## src/rtl/cache_tag_lookup_if.sv

```systemverilog
// Request/response, fill and flush bundle between the cache controller and the tag store.
// The controller takes the master side; the tag store takes the slave side.
interface cache_tag_lookup_if #(
   parameter int s_offset = 5,
   parameter int s_index  = 3,
   parameter int s_tag    = 32 - s_offset - s_index,
   parameter int num_ways = 2,
   parameter int s_way    = $clog2(num_ways)
);
   logic                req_valid;
   logic [31:0]         req_addr;
   logic                req_ready;
   logic                rsp_valid;
   logic                rsp_hit;
   logic [s_way-1:0]    rsp_way;
   logic [s_way-1:0]    rsp_victim;
   logic [s_tag-1:0]    rsp_tag;
   logic [s_index-1:0]  rsp_index;
   logic [s_offset-1:0] rsp_offset;
   logic                fill_valid;
   logic [s_way-1:0]    fill_way;
   logic [31:0]         fill_addr;
   logic                inv_all;
   logic                busy;

   modport master (
      output req_valid, req_addr, fill_valid, fill_way, fill_addr, inv_all,
      input  req_ready, rsp_valid, rsp_hit, rsp_way, rsp_victim,
             rsp_tag, rsp_index, rsp_offset, busy
   );

   modport slave (
      input  req_valid, req_addr, fill_valid, fill_way, fill_addr, inv_all,
      output req_ready, rsp_valid, rsp_hit, rsp_way, rsp_victim,
             rsp_tag, rsp_index, rsp_offset, busy
   );
endinterface

```

## src/rtl/cache_tag_lookup.sv

```systemverilog
// N-way set-associative tag store with a one-cycle registered lookup, tree-PLRU
// replacement, line fills and a multi-cycle invalidate-all sweep.
module cache_tag_lookup #(
   parameter int s_offset = 5,
   parameter int s_index  = 3,
   parameter int s_tag    = 32 - s_offset - s_index,
   parameter int num_ways = 2,
   parameter int s_way    = $clog2(num_ways)
) (
   input logic               clk,
   input logic               rst,
   cache_tag_lookup_if.slave bus
);

   localparam int sets   = 2 ** s_index;
   localparam int s_plru = num_ways - 1;

   typedef enum logic {
      IDLE,
      SWEEP
   } state_t;

   state_t state, next_state;
   logic [s_index-1:0] sweep_cnt;

   logic [s_tag-1:0]    tag_mem   [sets][num_ways];
   logic [num_ways-1:0] valid_mem [sets];
   logic [s_plru-1:0]   plru_mem  [sets];

   logic [s_tag-1:0]    req_tag;
   logic [s_index-1:0]  req_index;
   logic [s_offset-1:0] req_offset;
   logic [s_tag-1:0]    fill_tag;
   logic [s_index-1:0]  fill_index;
   logic                unused_fill_offset;

   logic                accept;
   logic [num_ways-1:0] match;
   logic                hit;
   logic [s_way-1:0]    hit_way;
   logic [s_way-1:0]    victim;

   assign req_tag            = bus.req_addr[31:32-s_tag];
   assign req_index          = bus.req_addr[s_offset+s_index-1:s_offset];
   assign req_offset         = bus.req_addr[s_offset-1:0];
   assign fill_tag           = bus.fill_addr[31:32-s_tag];
   assign fill_index         = bus.fill_addr[s_offset+s_index-1:s_offset];
   assign unused_fill_offset = ^bus.fill_addr[s_offset-1:0];

   assign bus.req_ready = (state == IDLE) && !bus.fill_valid && !bus.inv_all;
   assign bus.busy      = (state == SWEEP);
   assign accept        = bus.req_valid && bus.req_ready;

   // The tree is walked as a 1-based heap (root 1, children 2n and 2n+1); after
   // s_way steps the low s_way bits of the node number are exactly the leaf way.
   function automatic logic [s_way-1:0] plru_victim(input logic [s_plru-1:0] bits);
      logic [num_ways-1:0] tree;
      logic [s_way-1:0]    node;
      tree = {bits, 1'b0};
      node = s_way'(1);
      for (int lvl = 0; lvl < s_way; lvl++) begin
         node = (node << 1) | s_way'(tree[node]);
      end
      return node;
   endfunction

   function automatic logic [s_plru-1:0] plru_touch(input logic [s_plru-1:0] bits,
                                                    input logic [s_way-1:0]  way);
      logic [num_ways-1:0] tree;
      logic [s_way-1:0]    node;
      logic [s_way-1:0]    path;
      tree = {bits, 1'b0};
      node = s_way'(1);
      path = way;
      for (int lvl = 0; lvl < s_way; lvl++) begin
         tree[node] = ~path[s_way-1];
         node       = (node << 1) | s_way'(path[s_way-1]);
         path       = path << 1;
      end
      return tree[num_ways-1:1];
   endfunction

   for (genvar w = 0; w < num_ways; w++) begin : g_match
      assign match[w] = valid_mem[req_index][w] && (tag_mem[req_index][w] == req_tag);
   end

   // Lowest-numbered invalid way wins over the PLRU choice.
   always_comb begin
      hit     = |match;
      hit_way = '0;
      victim  = plru_victim(plru_mem[req_index]);
      for (int w = 0; w < num_ways; w++) begin
         if (match[w]) hit_way = hit_way | s_way'(w);
      end
      for (int w = num_ways - 1; w >= 0; w--) begin
         if (!valid_mem[req_index][w]) victim = s_way'(w);
      end
   end

   always_ff @(posedge clk) begin
      if (rst) state <= IDLE;
      else     state <= next_state;
   end

   always_comb begin
      next_state = state;
      case (state)
         IDLE:    if (bus.inv_all) next_state = SWEEP;
         SWEEP:   if (sweep_cnt == '1) next_state = IDLE;
         default: next_state = IDLE;
      endcase
   end

   always_ff @(posedge clk) begin
      if (rst || state == IDLE) sweep_cnt <= '0;
      else                      sweep_cnt <= sweep_cnt + 1'b1;
   end

   // Fills take priority over lookups, so a fill and a PLRU hit update never collide.
   always_ff @(posedge clk) begin
      if (rst) begin
         for (int s = 0; s < sets; s++) begin
            valid_mem[s] <= '0;
            plru_mem[s]  <= '0;
         end
      end else if (state == SWEEP) begin
         valid_mem[sweep_cnt] <= '0;
         plru_mem[sweep_cnt]  <= '0;
      end else if (bus.fill_valid) begin
         valid_mem[fill_index][bus.fill_way] <= 1'b1;
         plru_mem[fill_index] <= plru_touch(plru_mem[fill_index], bus.fill_way);
      end else if (accept && hit) begin
         plru_mem[req_index] <= plru_touch(plru_mem[req_index], hit_way);
      end
   end

   always_ff @(posedge clk) begin
      if (!rst && state == IDLE && bus.fill_valid) begin
         tag_mem[fill_index][bus.fill_way] <= fill_tag;
      end
   end

   always_ff @(posedge clk) begin
      if (rst) begin
         bus.rsp_valid  <= 1'b0;
         bus.rsp_hit    <= 1'b0;
         bus.rsp_way    <= '0;
         bus.rsp_victim <= '0;
         bus.rsp_tag    <= '0;
         bus.rsp_index  <= '0;
         bus.rsp_offset <= '0;
      end else begin
         bus.rsp_valid <= accept;
         if (accept) begin
            bus.rsp_hit    <= hit;
            bus.rsp_way    <= hit_way;
            bus.rsp_victim <= victim;
            bus.rsp_tag    <= req_tag;
            bus.rsp_index  <= req_index;
            bus.rsp_offset <= req_offset;
         end
      end
   end

   a_single_match : assert property (@(posedge clk) disable iff (rst)
      accept |-> $onehot0(match));

   a_no_fill_in_sweep : assert property (@(posedge clk) disable iff (rst)
      (state == SWEEP) |-> !bus.fill_valid);

endmodule

```

## src/flat_wrapper.sv

```systemverilog
// flat-port wrapper written by rule: the top's interface ports become plain ports
module cache_tag_lookup_flat 
#(
   parameter int s_offset = 5,
   parameter int s_index  = 3,
   parameter int s_tag    = 32 - s_offset - s_index,
   parameter int num_ways = 2,
   parameter int s_way    = $clog2(num_ways)
)
  (clk, rst, bus_req_valid, bus_req_addr, bus_fill_valid, bus_fill_way, bus_fill_addr, bus_inv_all, bus_req_ready, bus_rsp_valid, bus_rsp_hit, bus_rsp_way, bus_rsp_victim, bus_rsp_tag, bus_rsp_index, bus_rsp_offset, bus_busy);
  cache_tag_lookup_if #(.s_offset(s_offset), .s_index(s_index), .s_tag(s_tag), .num_ways(num_ways), .s_way(s_way)) bus_i ();
  input logic clk;
  input logic rst;
  input wire logic [$bits(bus_i.req_valid)-1:0] bus_req_valid;
  input wire logic [$bits(bus_i.req_addr)-1:0] bus_req_addr;
  input wire logic [$bits(bus_i.fill_valid)-1:0] bus_fill_valid;
  input wire logic [$bits(bus_i.fill_way)-1:0] bus_fill_way;
  input wire logic [$bits(bus_i.fill_addr)-1:0] bus_fill_addr;
  input wire logic [$bits(bus_i.inv_all)-1:0] bus_inv_all;
  output wire logic [$bits(bus_i.req_ready)-1:0] bus_req_ready;
  output wire logic [$bits(bus_i.rsp_valid)-1:0] bus_rsp_valid;
  output wire logic [$bits(bus_i.rsp_hit)-1:0] bus_rsp_hit;
  output wire logic [$bits(bus_i.rsp_way)-1:0] bus_rsp_way;
  output wire logic [$bits(bus_i.rsp_victim)-1:0] bus_rsp_victim;
  output wire logic [$bits(bus_i.rsp_tag)-1:0] bus_rsp_tag;
  output wire logic [$bits(bus_i.rsp_index)-1:0] bus_rsp_index;
  output wire logic [$bits(bus_i.rsp_offset)-1:0] bus_rsp_offset;
  output wire logic [$bits(bus_i.busy)-1:0] bus_busy;
  assign bus_i.req_valid = bus_req_valid;
  assign bus_i.req_addr = bus_req_addr;
  assign bus_i.fill_valid = bus_fill_valid;
  assign bus_i.fill_way = bus_fill_way;
  assign bus_i.fill_addr = bus_fill_addr;
  assign bus_i.inv_all = bus_inv_all;
  assign bus_req_ready = bus_i.req_ready;
  assign bus_rsp_valid = bus_i.rsp_valid;
  assign bus_rsp_hit = bus_i.rsp_hit;
  assign bus_rsp_way = bus_i.rsp_way;
  assign bus_rsp_victim = bus_i.rsp_victim;
  assign bus_rsp_tag = bus_i.rsp_tag;
  assign bus_rsp_index = bus_i.rsp_index;
  assign bus_rsp_offset = bus_i.rsp_offset;
  assign bus_busy = bus_i.busy;
  cache_tag_lookup #(.s_offset(s_offset), .s_index(s_index), .s_tag(s_tag), .num_ways(num_ways), .s_way(s_way)) u_core (.clk(clk), .rst(rst), .bus(bus_i));
endmodule
```

## config.mk

```make
export PLATFORM = sky130hd
export DESIGN_NAME = cache_tag_lookup_flat
export DESIGN_NICKNAME = d
export VERILOG_FILES = /design/src/rtl/cache_tag_lookup_if.sv /design/src/rtl/cache_tag_lookup.sv /design/src/flat_wrapper.sv
export SDC_FILE = /design/constraint.sdc
export NUM_CORES = 1
export LEC_CHECK = 0
export BUFFER_PORTS_ARGS = -buffer_cell sky130_fd_sc_hd__buf_2
export CAP_MARGIN = 20
export CORE_UTILIZATION = 40
export CTS_CLUSTER_DIAMETER = 60
export DETAILED_ROUTE_END_ITERATION = 10
export HOLD_SLACK_MARGIN = 0.12
export PLACE_DENSITY = 0.63
export SYNTH_ARGS = -nofsm -noshare
export SYNTH_HDL_FRONTEND = slang
export SYNTH_SLANG_ARGS = --single-unit
export TNS_END_PERCENT = 30
```

## constraint.sdc

```tcl
create_clock -name clk -period 3.4 [get_ports clk]
set_clock_uncertainty 0.15 [all_clocks]
set_input_delay 0.17 -clock clk [delete_from_list [all_inputs] [get_ports clk]]
set_output_delay 0.17 -clock clk [all_outputs]
set_load 0.005 [all_outputs]
```

After elaboration in Yosys (flattened, before gate mapping). Memories as Yosys holds them, arrays and structs flattened. Cells that the tools add are included. Widths: inputs -> output; s select.

Register bits after elaboration: 40. Bits in writable memories: 408. Input bits: 70. Output and inout port bits: 38. Logic and storage cells: 86. Memories kept: 3.

Memory list: u_core.tag_mem (words 8, width 48, read ports 1, clocked after Yosys merged registers in 0, write ports 1, line cache_tag_lookup.sv:26) `logic [s_tag-1:0] tag_mem [sets][num_ways];`; u_core.valid_mem (words 8, width 2, read ports 1, clocked after Yosys merged registers in 0, write ports 8, line cache_tag_lookup.sv:27) `logic [num_ways-1:0] valid_mem [sets];`; u_core.plru_mem (words 8, width 1, read ports 1, clocked after Yosys merged registers in 0, write ports 8, line cache_tag_lookup.sv:28) `logic [s_plru-1:0] plru_mem [sets];`.

Add/subtract/negate cells: 1. $lt $le $gt $ge: 4. Eq/ne operators: 3. Muxes and demuxes: 42. Bitwise logic cells: 4. Reductions and logical operators: 20.

Operator list (number): $eq 24x24->1 (2); $mux 48 (1); $mux 1 (28); $demux 24 s1 (1); $mux 24 (1); $mux 3 (5); $logic_and 1x1->1 (10); $mux 2 (4); $reduce_or 2->1 (3); $add 3x1->3 const B (1); $eq 3x3->1 const B (1); $logic_not 1->1 (3); $not 1->1 (3); $reduce_or 1->1 (3); $ge 2x2->1 const B (1); $lt 1x2->1 const B (1); $lt 2x1->1 const B (1); $not 1->2 (1); $pmux 1 s2 (1); $demux 1 s1 (1); $ge 1x1->1 const B (1); $logic_or 1x1->1 (1).

Longest topological paths before layout.
Word-level depth: 12. Mapped depth: 12. Depth with buffers taken out: 8.

Least setup slack after synthesis. Ideal clock, no wire load.

Kind: flip-flop to flip-flop. Start: register u_core.state (netlist: u_core.bus.busy). End: memory u_core.tag_mem[4][0] (netlist bit), enable pin. Setup time: 435 ps. Data arrival time: 3108 ps. Required time: 2815 ps. Setup slack: -293 ps. Cell stages (with the launch flop): 7. Path buffers: 2. Clock period less this slack: 3693 ps. Cells stage by stage: dfxtp_1 > clkbuf_1 > nand2b_1 > clkbuf_1 > nor2_1 > nand3_1 > nor3_1.

Longest elaborated chain between the ends: 5.

RTL lines: start, declared (line cache_tag_lookup.sv:23) `state_t state, next_state;`; start signal, assigned (line cache_tag_lookup.sv:102) `else state <= next_state;`; $not 1->1 (line cache_tag_lookup.sv:138) `if (!rst && state == IDLE && bus.fill_valid) begin`; $logic_and 1x1->1 (2 in a row) (line cache_tag_lookup.sv:138); $mux 1 (line cache_tag_lookup.sv:138); $mux 48 (not written as such) (line cache_tag_lookup.sv:139) `tag_mem[fill_index][bus.fill_way] <= fill_tag;`; end, declared (line cache_tag_lookup.sv:26).

No other way between the ends.

==> flow_summary.toml <==
[floorplanning]
io_pins = 108
start_util_pct = 40.9
rows = 77
core_um2 = 44600
die-area_um2 = 46400
die_x_um = 215
dieHeight_um = 215

[yosys]
synth_compound_area_share_pct = 5.20
muxShareOfSynthArea_pct = 13.7
synth_ff_type = "edfxtp_1"
synthCells = 1082
synthesis.area_um2 = 18200
async_flop_share_pct = 0
syn_nets = 1154
synthXorXnorAreaFrac_pct = 1.49
ys_ff_latch = 448
synth_top_family_by_area = "multiplexers"
synthSimpleGateAreaFrac_pct = 5.98
yosys_warnings = 0
syn_area_per_cell_um2 = 16.8
synthAdderAreaFrac_pct = 0.137
synthDistinctLibCells = 54
synth-edff-count = 408
ys_seq_area_share_pct = 71.6

[power_and_ir_drop]
pwr-share-comb_pct = 7.0
clkPwrFrac_pct = 42.2
intPower_mw = 9.36
power.total_mw = 11.9
p_leak_nw = 7.78
power_frac_seq_pct = 50.8
power_switching_mw = 2.59
ir_worst_vdd_mv = 0.330
powerDensity_nw_per_um2 = 535
switching_share_pct = 21.7

[timing]
setup_viol = 0
fin_crit_sh_pct = 96.5
drv_slew = 0
finalHoldViolCount = 0
setup_ws_ns = 0.120
relSlewSlack_pct = 51.1
tightest_slew_ns = 0.732
clock.fmax_mhz = 305
fin_crit_ns = 3.28
rsz0062_at_grt = "false"

[clocking]
tritoncts = "done"
cts_root_buffer = "clkbuf_16"
path_clk_slew_ns = 0.06
cts_made_buffers = 48
clkSinkCount = 448
cts_max_level = 2
clkLatencyLatePin_ns = 0.58
clockBufferDepth = 3

[drt]
viasPerCell = 5.41
wl_per_cell_um = 23.4
vias = 10569
drtAntennaViolNets = 0
first_pass_iters = 5
first_iter_violations = 760
drc = 0
routed_wl_um = 45700

[placement]
hpwl_um = 27500
port_buffers = 102
dp_cells = 1794
post-place-ws_ns = -0.0748
gp_congestion = 0.838

[run_status]
status = "finished clean"

[layout]
n_antenna_cell = 0
layout-drive-gt1-share_pct = 26.9
n_fill_cell = 3696
fin_nets = 1397
final_cells = 1955
syn2layout_area_growth_pct = 22.6
layout_commonest_cell = "edfxtp_1"
final_cell_mix = "edfxtp_1, nand2_1, buf_2, mux2i_1, dlygate4sd3_1"

[grt]
grt_max_degree = 40
overflow = 0
grt_pass1_wl_um = 67600
antenna_found_initial = 0
grt_pass1_vias = 10697
grtUsageTotal_pct = 19.7

[worst_setup_path]
crit_type = "reg -> reg"
cp-start-kind = "flip-flop"
cp-end-kind = "flip-flop"
crit_arrival_ns = 3.40
required_ns = 3.52
critPathMaxFanout = 8

[run]
maxCapViolCount = 0

[hold_path]
hold_path_class = "in -> reg"
## cells by family after synthesis
family	Yosys count
AOI/OAI and AO/OA	140
xor gates and xnor gates	31
adders and majority gates	2
buffers and inverters	58
DFF	448
muxes	170
and+or+nand+nor	233
## flip-flops by register name, indices dropped and copies added (netlist names), 3 cells and up
register,cells
u_core.bus.rsp_index,3
u_core.bus.rsp_offset,5
u_core.bus.rsp_tag,24
u_core.plru_mem,8
u_core.sweep_cnt,3
u_core.tag_mem,384
u_core.valid_mem,16
## per-layer routing
layer / routed length [µm] / GRT usage, %
met5: 0 / 0
met4: 965 / 5.86
met3: 2300 / 2.79
met2: 23100 / 33.6
met1: 19400 / 26.3
## area by class of cell
cell class / instances / area, µm² / area share, %
Sequential cell: 448 / 13100 / 58.4
Timing Repair Buffer: 248 / 2030 / 9.10
Inverter: 3 / 11.3 / 0.0504
Tap cell: 592 / 741 / 3.31
Clock inverter: 25 / 214 / 0.957
Clock buffer: 63 / 1310 / 5.86
Multi-Input combinational cell: 576 / 4990 / 22.3
## worst paths after layout
path / endpoint / depth (start not counted) / slack [ns] / startpoint
max reg2reg: u_core.plru_mem[1] / 9 / 0.12 / u_core.tag_mem[5][7]
min reg2reg: u_core.bus.rsp_tag[21] / 2 / 0.30 / u_core.bus.rsp_tag[21]
min: u_core.bus.rsp_valid / 4 / 0.15 / bus_req_valid
max: u_core.plru_mem[1] / 9 / 0.12 / u_core.tag_mem[5][7]
## critical path, stage by stage, from the launching register on
cell and delay (ns):
edfxtp_1 0.39, mux4_2 0.47, mux2i_1 0.18, xor2_1 0.22, nand4_1 0.27, or4_4 0.61, nor4_4 0.14, buf_4 0.21
o21ai_2 0.10, o31ai_1 0.23
## repair_timing
item / in CTS / in global routing
gates resized for setup: 0 / 15
hold buffers: 65 / 0
endpoints found under the hold margin: 455 / 0
setup endpoints to repair: 0 / 16
buffers inserted: 0 / 6
## power by group through the flow
stage	logic, mW	clock network, mW	registers (mW)
2_1_floorplan	0.426	0	6.19
3_3_place_gp	0.746	0	6.18
3_5_place_dp	0.759	0	6.19
4_1_cts	0.821	5.16	6.07
5_1_grt	0.902	5.35	6.07
6_report	0.837	5.04	6.07
## cells in the mapped netlist, types with 5 or more instances
| cell | count | share of area [%] |
|---|---|---|
| o31ai_1 | 6 | 0.25 |
| xnor2_1 | 18 | 0.86 |
| mux2_2 | 16 | 0.99 |
| edfxtp_1 | 408 | 67 |
| nand2b_1 | 13 | 0.45 |
| buf_4 | 11 | 0.45 |
| a22o_1 | 6 | 0.29 |
| nor2_1 | 38 | 0.78 |
| dfxtp_1 | 40 | 4.4 |
| clkbuf_1 | 23 | 0.47 |
| xor2_1 | 13 | 0.62 |
| nand4_1 | 6 | 0.21 |
| nor3_1 | 14 | 0.38 |
| a21oi_1 | 48 | 1.3 |
| a211oi_1 | 5 | 0.21 |
| a31oi_1 | 8 | 0.27 |
| buf_6 | 10 | 0.62 |
| mux2i_1 | 90 | 4.9 |
| mux4_2 | 62 | 7.7 |
| nor2b_1 | 7 | 0.24 |
| a22oi_1 | 30 | 1.2 |
| nand3_1 | 8 | 0.22 |
| and3_1 | 13 | 0.45 |
| buf_2 | 9 | 0.25 |
| o22ai_1 | 8 | 0.27 |
| nand2_1 | 117 | 2.4 |
## stage by stage
stage                     util (%)  cell area, µm²  hold slack, ns  setup TNS [ns]
final                         50.1           22400           0.153               0
after global routing          50.1           22400           0.179               0
after CTS                     49.7           22200           0.123               0
after detailed placement      44.9           20000           0.272          -0.330
after global placement        44.9           20000           0.261          -0.113
after floorplan                  -           18200           0.119           -7.08
Note: power is estimated with default switching activity, not from simulation.
